`src/rtl/pulse_window_sched.sv`:
```
// Frame scheduler: slices time into fixed windows, captures the external pulse count at
// each window end and hands it to the uploader over a valid/ready output register.
module pulse_window_sched #(
    parameter int WIN_CYCLES = 80000,
    parameter int WINDOWS    = 120
) (
    input  logic        clk,
    input  logic        rst_n,
    input  logic        start,
    input  logic        stop,
    input  logic        continuous,
    input  logic [31:0] ctr_value,
    output logic        ctr_en,
    output logic        ctr_clr,
    output logic [31:0] out_data,
    output logic [7:0]  out_idx,
    output logic        out_last,
    output logic        out_valid,
    input  logic        out_ready,
    output logic        frame_done,
    output logic        busy,
    output logic [7:0]  overrun_cnt,
    output logic [1:0]  dbg_state
);

    localparam int WCNT_W = $clog2(WIN_CYCLES);
    localparam logic [WCNT_W-1:0] WLAST = WCNT_W'(WIN_CYCLES - 1);
    localparam logic [WCNT_W-1:0] WPRE  = WCNT_W'(WIN_CYCLES - 2);
    localparam logic [7:0]        XLAST = 8'(WINDOWS - 1);

    typedef enum logic [1:0] {IDLE, PRIME, RUN, DONE} state_t;

    state_t            state;
    logic [WCNT_W-1:0] wcnt;
    logic [7:0]        widx;

    assign dbg_state = state;

    // Handshake: a beat transfers on any edge where out_valid && out_ready; while
    // out_valid is high and out_ready low the data/idx/last fields never change, and a
    // window ending in that condition is dropped and counted in overrun_cnt.
    always_ff @(posedge clk or negedge rst_n) begin
        if (!rst_n) begin
            state       <= IDLE;
            wcnt        <= '0;
            widx        <= '0;
            out_data    <= '0;
            out_idx     <= '0;
            out_last    <= 1'b0;
            out_valid   <= 1'b0;
            frame_done  <= 1'b0;
            ctr_en      <= 1'b0;
            ctr_clr     <= 1'b0;
            busy        <= 1'b0;
            overrun_cnt <= '0;
        end else begin
            frame_done <= 1'b0;
            if (out_valid && out_ready) begin
                out_valid <= 1'b0;
            end

            if (stop && state != IDLE) begin
                // Abort: clear the counter on the way out, keep any pending beat.
                state   <= IDLE;
                busy    <= 1'b0;
                ctr_en  <= 1'b0;
                ctr_clr <= 1'b1;
                wcnt    <= '0;
                widx    <= '0;
            end else begin
                case (state)
                    IDLE: begin
                        ctr_en  <= 1'b0;
                        ctr_clr <= 1'b0;
                        if (start && !stop) begin
                            state       <= PRIME;
                            busy        <= 1'b1;
                            ctr_clr     <= 1'b1;
                            wcnt        <= '0;
                            widx        <= '0;
                            overrun_cnt <= '0;
                        end
                    end
                    PRIME: begin
                        state   <= RUN;
                        ctr_en  <= 1'b1;
                        ctr_clr <= 1'b0;
                        wcnt    <= '0;
                    end
                    RUN: begin
                        // Clear is registered, so it is raised one cycle ahead of the last count cycle.
                        ctr_clr <= (wcnt == WPRE);
                        if (wcnt == WLAST) begin
                            wcnt <= '0;
                            if (!out_valid || out_ready) begin
                                out_data  <= ctr_value;
                                out_idx   <= widx;
                                out_last  <= (widx == XLAST);
                                out_valid <= 1'b1;
                            end else if (overrun_cnt != 8'hFF) begin
                                overrun_cnt <= overrun_cnt + 8'd1;
                            end
                            if (widx == XLAST) begin
                                state      <= DONE;
                                widx       <= '0;
                                ctr_en     <= 1'b0;
                                frame_done <= 1'b1;
                            end else begin
                                widx <= widx + 8'd1;
                            end
                        end else begin
                            wcnt <= wcnt + 1'b1;
                        end
                    end
                    DONE: begin
                        if (continuous) begin
                            state   <= PRIME;
                            ctr_clr <= 1'b1;
                            wcnt    <= '0;
                            widx    <= '0;
                        end else begin
                            state <= IDLE;
                            busy  <= 1'b0;
                        end
                    end
                    default: state <= IDLE;
                endcase
            end
        end
    end

endmodule

```
`config.mk`:
```
export PLATFORM = sky130hd
export DESIGN_NAME = pulse_window_sched
export DESIGN_NICKNAME = d
export VERILOG_FILES = /design/src/rtl/pulse_window_sched.sv
export SDC_FILE = /design/constraint.sdc
export NUM_CORES = 1
export LEC_CHECK = 0
export ABC_AREA = 0
export CELL_PAD_IN_SITES_DETAIL_PLACEMENT = 0
export CELL_PAD_IN_SITES_GLOBAL_PLACEMENT = 1
export CORE_MARGIN = 1
export CORE_UTILIZATION = 39
export CTS_CLUSTER_DIAMETER = 100
export DETAILED_ROUTE_END_ITERATION = 12
export GPL_TIMING_DRIVEN = 1
export HOLD_SLACK_MARGIN = 0.05
export PLACE_DENSITY_LB_ADDON = 0.1
export REMOVE_ABC_BUFFERS = 1
export SYNTH_ARGS = -nofsm -noshare
export SYNTH_HDL_FRONTEND = slang
export SYNTH_SLANG_ARGS = --single-unit
```
`constraint.sdc`:
```
create_clock -name clk -period 3.4 [get_ports clk]
set_input_delay 0.68 -clock clk [delete_from_list [all_inputs] [get_ports clk]]
set_output_delay 0.68 -clock clk [all_outputs]
set_load 0.03 [all_outputs]
```
==> flow_summary.toml, run 1 <==
[clock_tree]
cts-root-buf = "clkbuf_8"
cts_setup_buffers = 0
cts_tree = "done"
htreeDepth = 3
clock_latency_ps = 350
cts_sinks = 81
cts-resized-gates = 0
cts_buffers = 9
cts_hold_buf = 0
clkTransAtPathRegs_ps = 90
clockBufferDepth = 2

[pwr]
peakVddDrop_mv = 0.168
fin_total_pwr_uw = 2390
swShare_pct = 35.0
p_int_uw = 1550
pwr-share-seq_pct = 44.6
leakage_uw = 0.00233
p_switching_uw = 837
clock_power_share_pct = 27.6
combPwrFrac_pct = 27.8
powerDensity_nw_per_um2 = 459

[sta]
fin_ws_ps = 702
fmax_ghz = 0.371
clock-skew-final_ps = 9.21
max_slew_margin_pct = 32.1
hold_viol_final = 0
min_period_ps = 2700
worstMarginPinSlew_ps = 1020
setup_viol = 0
rsz0062_at_grt = "false"
slew_violations = 0
period_share_pct = 79.3
fin_setup_tns_ps = 0

[critical_path]
cp_data_required_time_ps = 3640
cp_slowest_stage_delay_ps = 450
critPathSlowestCell = "dfrtp_1"
critPathArrivalTime_ps = 2940
critPathMaxFanout = 30
start_kind = "flip-flop"
rrSetupSlack_ps = 700
crit_type = "flip-flop to flip-flop"
worstPathCellList = "inv_1 -> ha_1 -> nand2b_1 -> and2_1 -> nand3_2 -> buf_4 -> mux2_1"
end_kind = "flip-flop"

[drt]
drc = 0
routed_wl_um = 8550
drt_iter0_drc = 127
ant_nets = 0
dr.pass1.iters = 4
wl_per_cell_um = 14.4
routed-via-count = 3125
vias_per_cell = 5.28

[min_path]
hold_path.class = "input port to asynchronous set/reset pin"

[cells_and_area]
final_common_cell = "clkdlybuf4s50_1"
fill_cells = 893
final_cell_mix = "clkdlybuf4s50_1 (92), dfrtp_1 (81), mux2_1 (40)"
stdcell_count = 592
drive_gt1_share_pct = 7.63
diodes = 0
syn_to_final_growth_pct = 32.7
nNetsFinal = 500

[synth]
synth.mux.area_fraction_pct = 11.8
synthSimpleGateAreaFrac_pct = 18.0
synth_area_leaders = "dfrtp_1 (52%), mux2_1 (11%), nand2_1 (2.7%)"
synth-main-ff-cell = "dfrtp_1"
synth_edf_count = 0
synthXorXnorAreaFrac_pct = 1.34
yosys.cell_types.count = 52
synth_seq_area_share_pct = 51.6
synth_area_per_cell_um2 = 11.1
synth_compound_area_share_pct = 12.5
async_flop_share_pct = 100
yosys_warnings = 0
synthAdderAreaFrac_pct = 2.55
synth_top_family_by_area = "simple AND/OR/NAND/NOR gates"
synth_top_area_share_pct = 51.6
syn_area_um2 = 3930
synth_top_area_cell = "dfrtp_1"
ys_seq_elements = 81
syn_inst = 355

[die]
die_h_um = 102
fp-row-count = 36
pin_count = 94
start_util_pct = 40.2
core_um2 = 9770
fp.dieW_um = 102
die_area_um2 = 10500

[global_routing]
grt.overflow.total = 0
grt_first_pass_wirelength_um = 14600
first_global_vias = 2916
grt_max_degree = 82
grt_use_total_pct = 18.1
antenna_found_initial = 0

[placed_design]
pre_cts_slack_ps = 591
dp.final_hpwl_um = 6080
portBuffers = 93
place_congestion = 0.769
dp.cells = 576

[status]
status = "completed"

[flow_run]
cap_violations = 0
cell type report:
type	instances	area [um^2]	area share, %
Multi-Input combinational cell	254	1820	34.9
Clock inverter	6	50.0	0.961
Sequential cell	81	2030	38.9
Clock buffer	10	138	2.64
Timing Repair Buffer	100	981	18.8
Inverter	8	30.0	0.577
Tap cell	133	166	3.20
routing by layer:
metal  vias up  global-route usage (%)  wire length [um]  share of wire (%)
met2        70                    27.6              3950                 46
met5         -                       0                 0                  0
met4         0                    6.59               133                1.6
li1       1515                       -                 -                  -
met1      1528                    25.4              4040                 47
met3        12                    3.69               421                4.9
cells in the mapped netlist, types with 2 or more instances:
cell type	instances
buf_2	4
a41oi_1	2
a41o_1	2
nor4_1	4
nand2b_1	9
nand3b_1	2
o21ai_1	5
a211oi_1	2
nand2_1	28
nand3_1	13
nand4_1	7
and3_1	16
nor3b_1	2
o211ai_1	2
nor2b_1	4
a21oi_1	11
a21o_1	2
ha_1	8
inv_1	8
and2_1	2
nor2_1	21
xnor2_1	5
or4_4	2
o21ai_0	19
a31oi_1	13
mux2_1	40
o31ai_1	6
nor3_1	4
clkbuf_1	7
a22o_1	2
nand4bb_1	2
dfrtp_1	81
power by group through the flow:
stage	logic, uW	registers (uW)	clock network [uW]
after floorplan	318	1160	0
after global placement	666	1080	0
after detailed placement	667	1090	0
after CTS	671	1070	696
after global routing	747	1080	735
final	664	1070	661
worst paths after layout:
check                                             end                startpoint  cells past startpoint
max in group asynchronous        wcnt[12]$_DFFE_PN0P_                     rst_n                      1
min reg2reg                    out_idx[0]$_DFFE_PN0P_    out_idx[0]$_DFFE_PN0P_                      1
max reg2reg                   out_data[9]$_DFFE_PN0P_  dbg_state[0]$_DFFE_PN0P_                      7
max                           out_data[9]$_DFFE_PN0P_  dbg_state[0]$_DFFE_PN0P_                      7
min                        overrun_cnt[6]$_DFFE_PN0P_                     rst_n                      1
min in group clk               out_idx[0]$_DFFE_PN0P_    out_idx[0]$_DFFE_PN0P_                      1
state kept, by name, summed over array words and instances (netlist names):
| signal | count |
|---|---|
| busy | 1 |
| ctr_en | 1 |
| widx | 8 |
| wcnt | 17 |
| out_last | 1 |
| out_valid | 1 |
| dbg_state | 2 |
| ctr_clr | 1 |
| frame_done | 1 |
| out_idx | 8 |
| overrun_cnt | 8 |
| out_data | 32 |
worst max-delay path, delay by kind of cell, from the launching register on:
| kind | cells | cell delay (ps) |
|---|---|---|
| mux | 1 | 350 |
| buf+inv | 2 | 520 |
| simple gates | 3 | 830 |
| fa+ha+maj | 1 | 410 |
| flops | 1 | 450 |
logic make-up after synthesis:
group | after synthesis
XOR/XNOR | 6
flip-flops | 81
buffers and inverters | 20
AND/OR/NAND/NOR | 124
multiplexers | 41
AO/OA/AOI/OAI | 75
adder cells (fa/ha/maj) | 8
through the flow:
step | hold WS [ps] | instance area [um^2] | util (%)
final | 488 | 5210 | 53.3
after floorplan | 384 | 3870 | -
after CTS | 501 | 5210 | 53.3
after detailed placement | 480 | 5020 | 51.4
after global placement | 472 | 5020 | 51.4
after global routing | 506 | 5210 | 53.3
Power figures use the tool's default switching activity.
==> run 2, diff against run 1 <==
- CORE_UTILIZATION: 39 -> 35
- clock period: 3.4 -> 2.25 ns (I/O delays scaled with it)
==> run 2 against run 1 <==
Net effect:
- first-iteration DRC count increased by 12%
- flip-flop and latch count unchanged
- sequential share of layout area decreased by 2.9 points
- utilization decreased by 1.6 points
==> flow_summary.toml, run 2 (synthesis results as in run 1) <==
[die]
die_h_um = 108
fp-row-count = 38
die_area_um2 = 11600
core_um2 = 10900
pin_count = 94
fp.dieW_um = 108
start_util_pct = 36.0

[sta]
period_share_pct = 98.3
setup_viol = 0
rsz0062_at_grt = "true"
hold_viol_final = 0
fmax_ghz = 0.452
clock-skew-final_ps = 10.4
fin_ws_ps = 37.4
slew_violations = 0
max_slew_margin_pct = 65.4
min_period_ps = 2210
worstMarginPinSlew_ps = 519

[pwr]
leakage_uw = 0.00255
peakVddDrop_mv = 0.349
powerDensity_nw_per_um2 = 699

[drt]
ant_nets = 0
wl_per_cell_um = 15.0
drc = 0
routed-via-count = 3239
routed_wl_um = 9540
drt_iter0_drc = 142
vias_per_cell = 5.11
dr.pass1.iters = 4

[clock_tree]
clockBufferDepth = 2
cts_buffers = 9
clkTransAtPathRegs_ps = 90
htreeDepth = 3
cts-root-buf = "clkbuf_8"
clock_latency_ps = 360
cts_sinks = 81
cts_tree = "done"

[critical_path]
rrSetupSlack_ps = 40
start_kind = "flip-flop"
cp_slowest_stage_delay_ps = 540
critPathMaxFanout = 3
cpMostUsedCell = "or4_4"
critPathArrivalTime_ps = 2470
crit_type = "flip-flop to flip-flop"
cpLargestDelayFamily = "simple AND/OR/NAND/NOR gates"
startpoint = "wcnt[14]$_DFFE_PN0P_"
r2r-end = "overrun_cnt[0]$_DFFE_PN0P_"
cp_data_required_time_ps = 2500
crit_buf_inv = 0
end_kind = "flip-flop"
worstPathCellList = "or4_4 -> or4_4 -> nor3_4 -> mux2_2 -> a22o_1"
r2r-start = "wcnt[14]$_DFFE_PN0P_"
cp_num_cells = 5
critPathSlowestCell = "or4_4"
r2r_cells = 5

[cells_and_area]
syn_to_final_growth_pct = 43.4
diodes = 0
fin_util_pct = 51.7
final_cell_mix = "clkdlybuf4s50_1 (92), dfrtp_1 (81), mux2_1 (38)"
reg_top3 = "out_data x32, wcnt x17"
top_register = "out_data"
fill_cells = 1018
largest_register_ffs = 32
nNetsFinal = 535
final_common_cell = "clkdlybuf4s50_1"
drive_gt1_share_pct = 16.2

[global_routing]
grt.overflow.total = 0
antenna_found_initial = 0
first_global_vias = 3308
grt_use_total_pct = 17.5
grt_max_degree = 54
grt_first_pass_wirelength_um = 15900

[placed_design]
pre_cts_slack_ps = -123
place_congestion = 0.754
dp.final_hpwl_um = 6840
portBuffers = 93

[min_path]
min-delay-start = "out_data[23]$_DFFE_PN0P_"
hold_end = "out_data[23]$_DFFE_PN0P_"
hold_path.class = "flip-flop to flip-flop"
whs_path_depth = 1

[flow_run]
cap_violations = 0

[status]
status = "completed"
## run 2: cell types whose count changed in the layout (fill, tap and decap cells not counted), sizes merged
cell	before	now
clkbuf	10	11
inv	10	9
clkinvlp	2	0
dlygate4sd3	0	1
bufinv	0	1
clkinv	2	3
buf	8	42
## run 2: timing repair
| item | 4_1_cts | 5_1_grt |
|---|---|---|
| gates resized for setup | 2 | 17 |
| endpoints found under the hold margin | 28 | 0 |
| setup endpoints to repair | 48 | 59 |
| setup buffers | 1 | 2 |
| pin swaps | 2 | 2 |
| hold buffers | 1 | 0 |
## run 2: area by class of cell
class,instances,area [um^2],area share [%]
inverters,8,30.0,0.534
flip-flops and latches,81,2030,36.0
clock inverters,5,61.3,1.09
well taps,140,175,3.11
multi-input cells,254,1890,33.6
repair buffers,135,1290,22.9
clock buffers,11,151,2.69
## run 2: metal layers
metal / global-route usage [%] / wire length, um
met5: 0 / 0
met4: 6.16 / 136
met3: 4.24 / 415
met2: 28.8 / 4480
met1: 22.4 / 4510
## run 2: through the flow
step	total power [uW]	area [um^2]	hold slack (ps)	cells	TNS [ps]
after global routing	4170	5630	514	634	-226
after detailed placement	2790	5300	418	614	-3750
after floorplan	2230	3870	154	343	-41580
after global placement	2770	5300	415	614	-2260
after CTS	3940	5540	501	632	0
final	3930	5630	491	634	0
## run 2: how the worst max path moves through the flow
stage	to
global route	out_data[7]$_DFFE_PN0P_
global placement	widx[7]$_DFFE_PN0P_
detailed placement	overrun_cnt[0]$_DFFE_PN0P_
finish	overrun_cnt[0]$_DFFE_PN0P_
floorplan	out_data[0]$_DFFE_PN0P_
CTS	out_data[12]$_DFFE_PN0P_
## run 2: where the power goes
part           total, uW  internal [uW]  switching (uW)
Clock               1130            579             547
Combinational       1190            500             693
Sequential          1610           1530            85.4
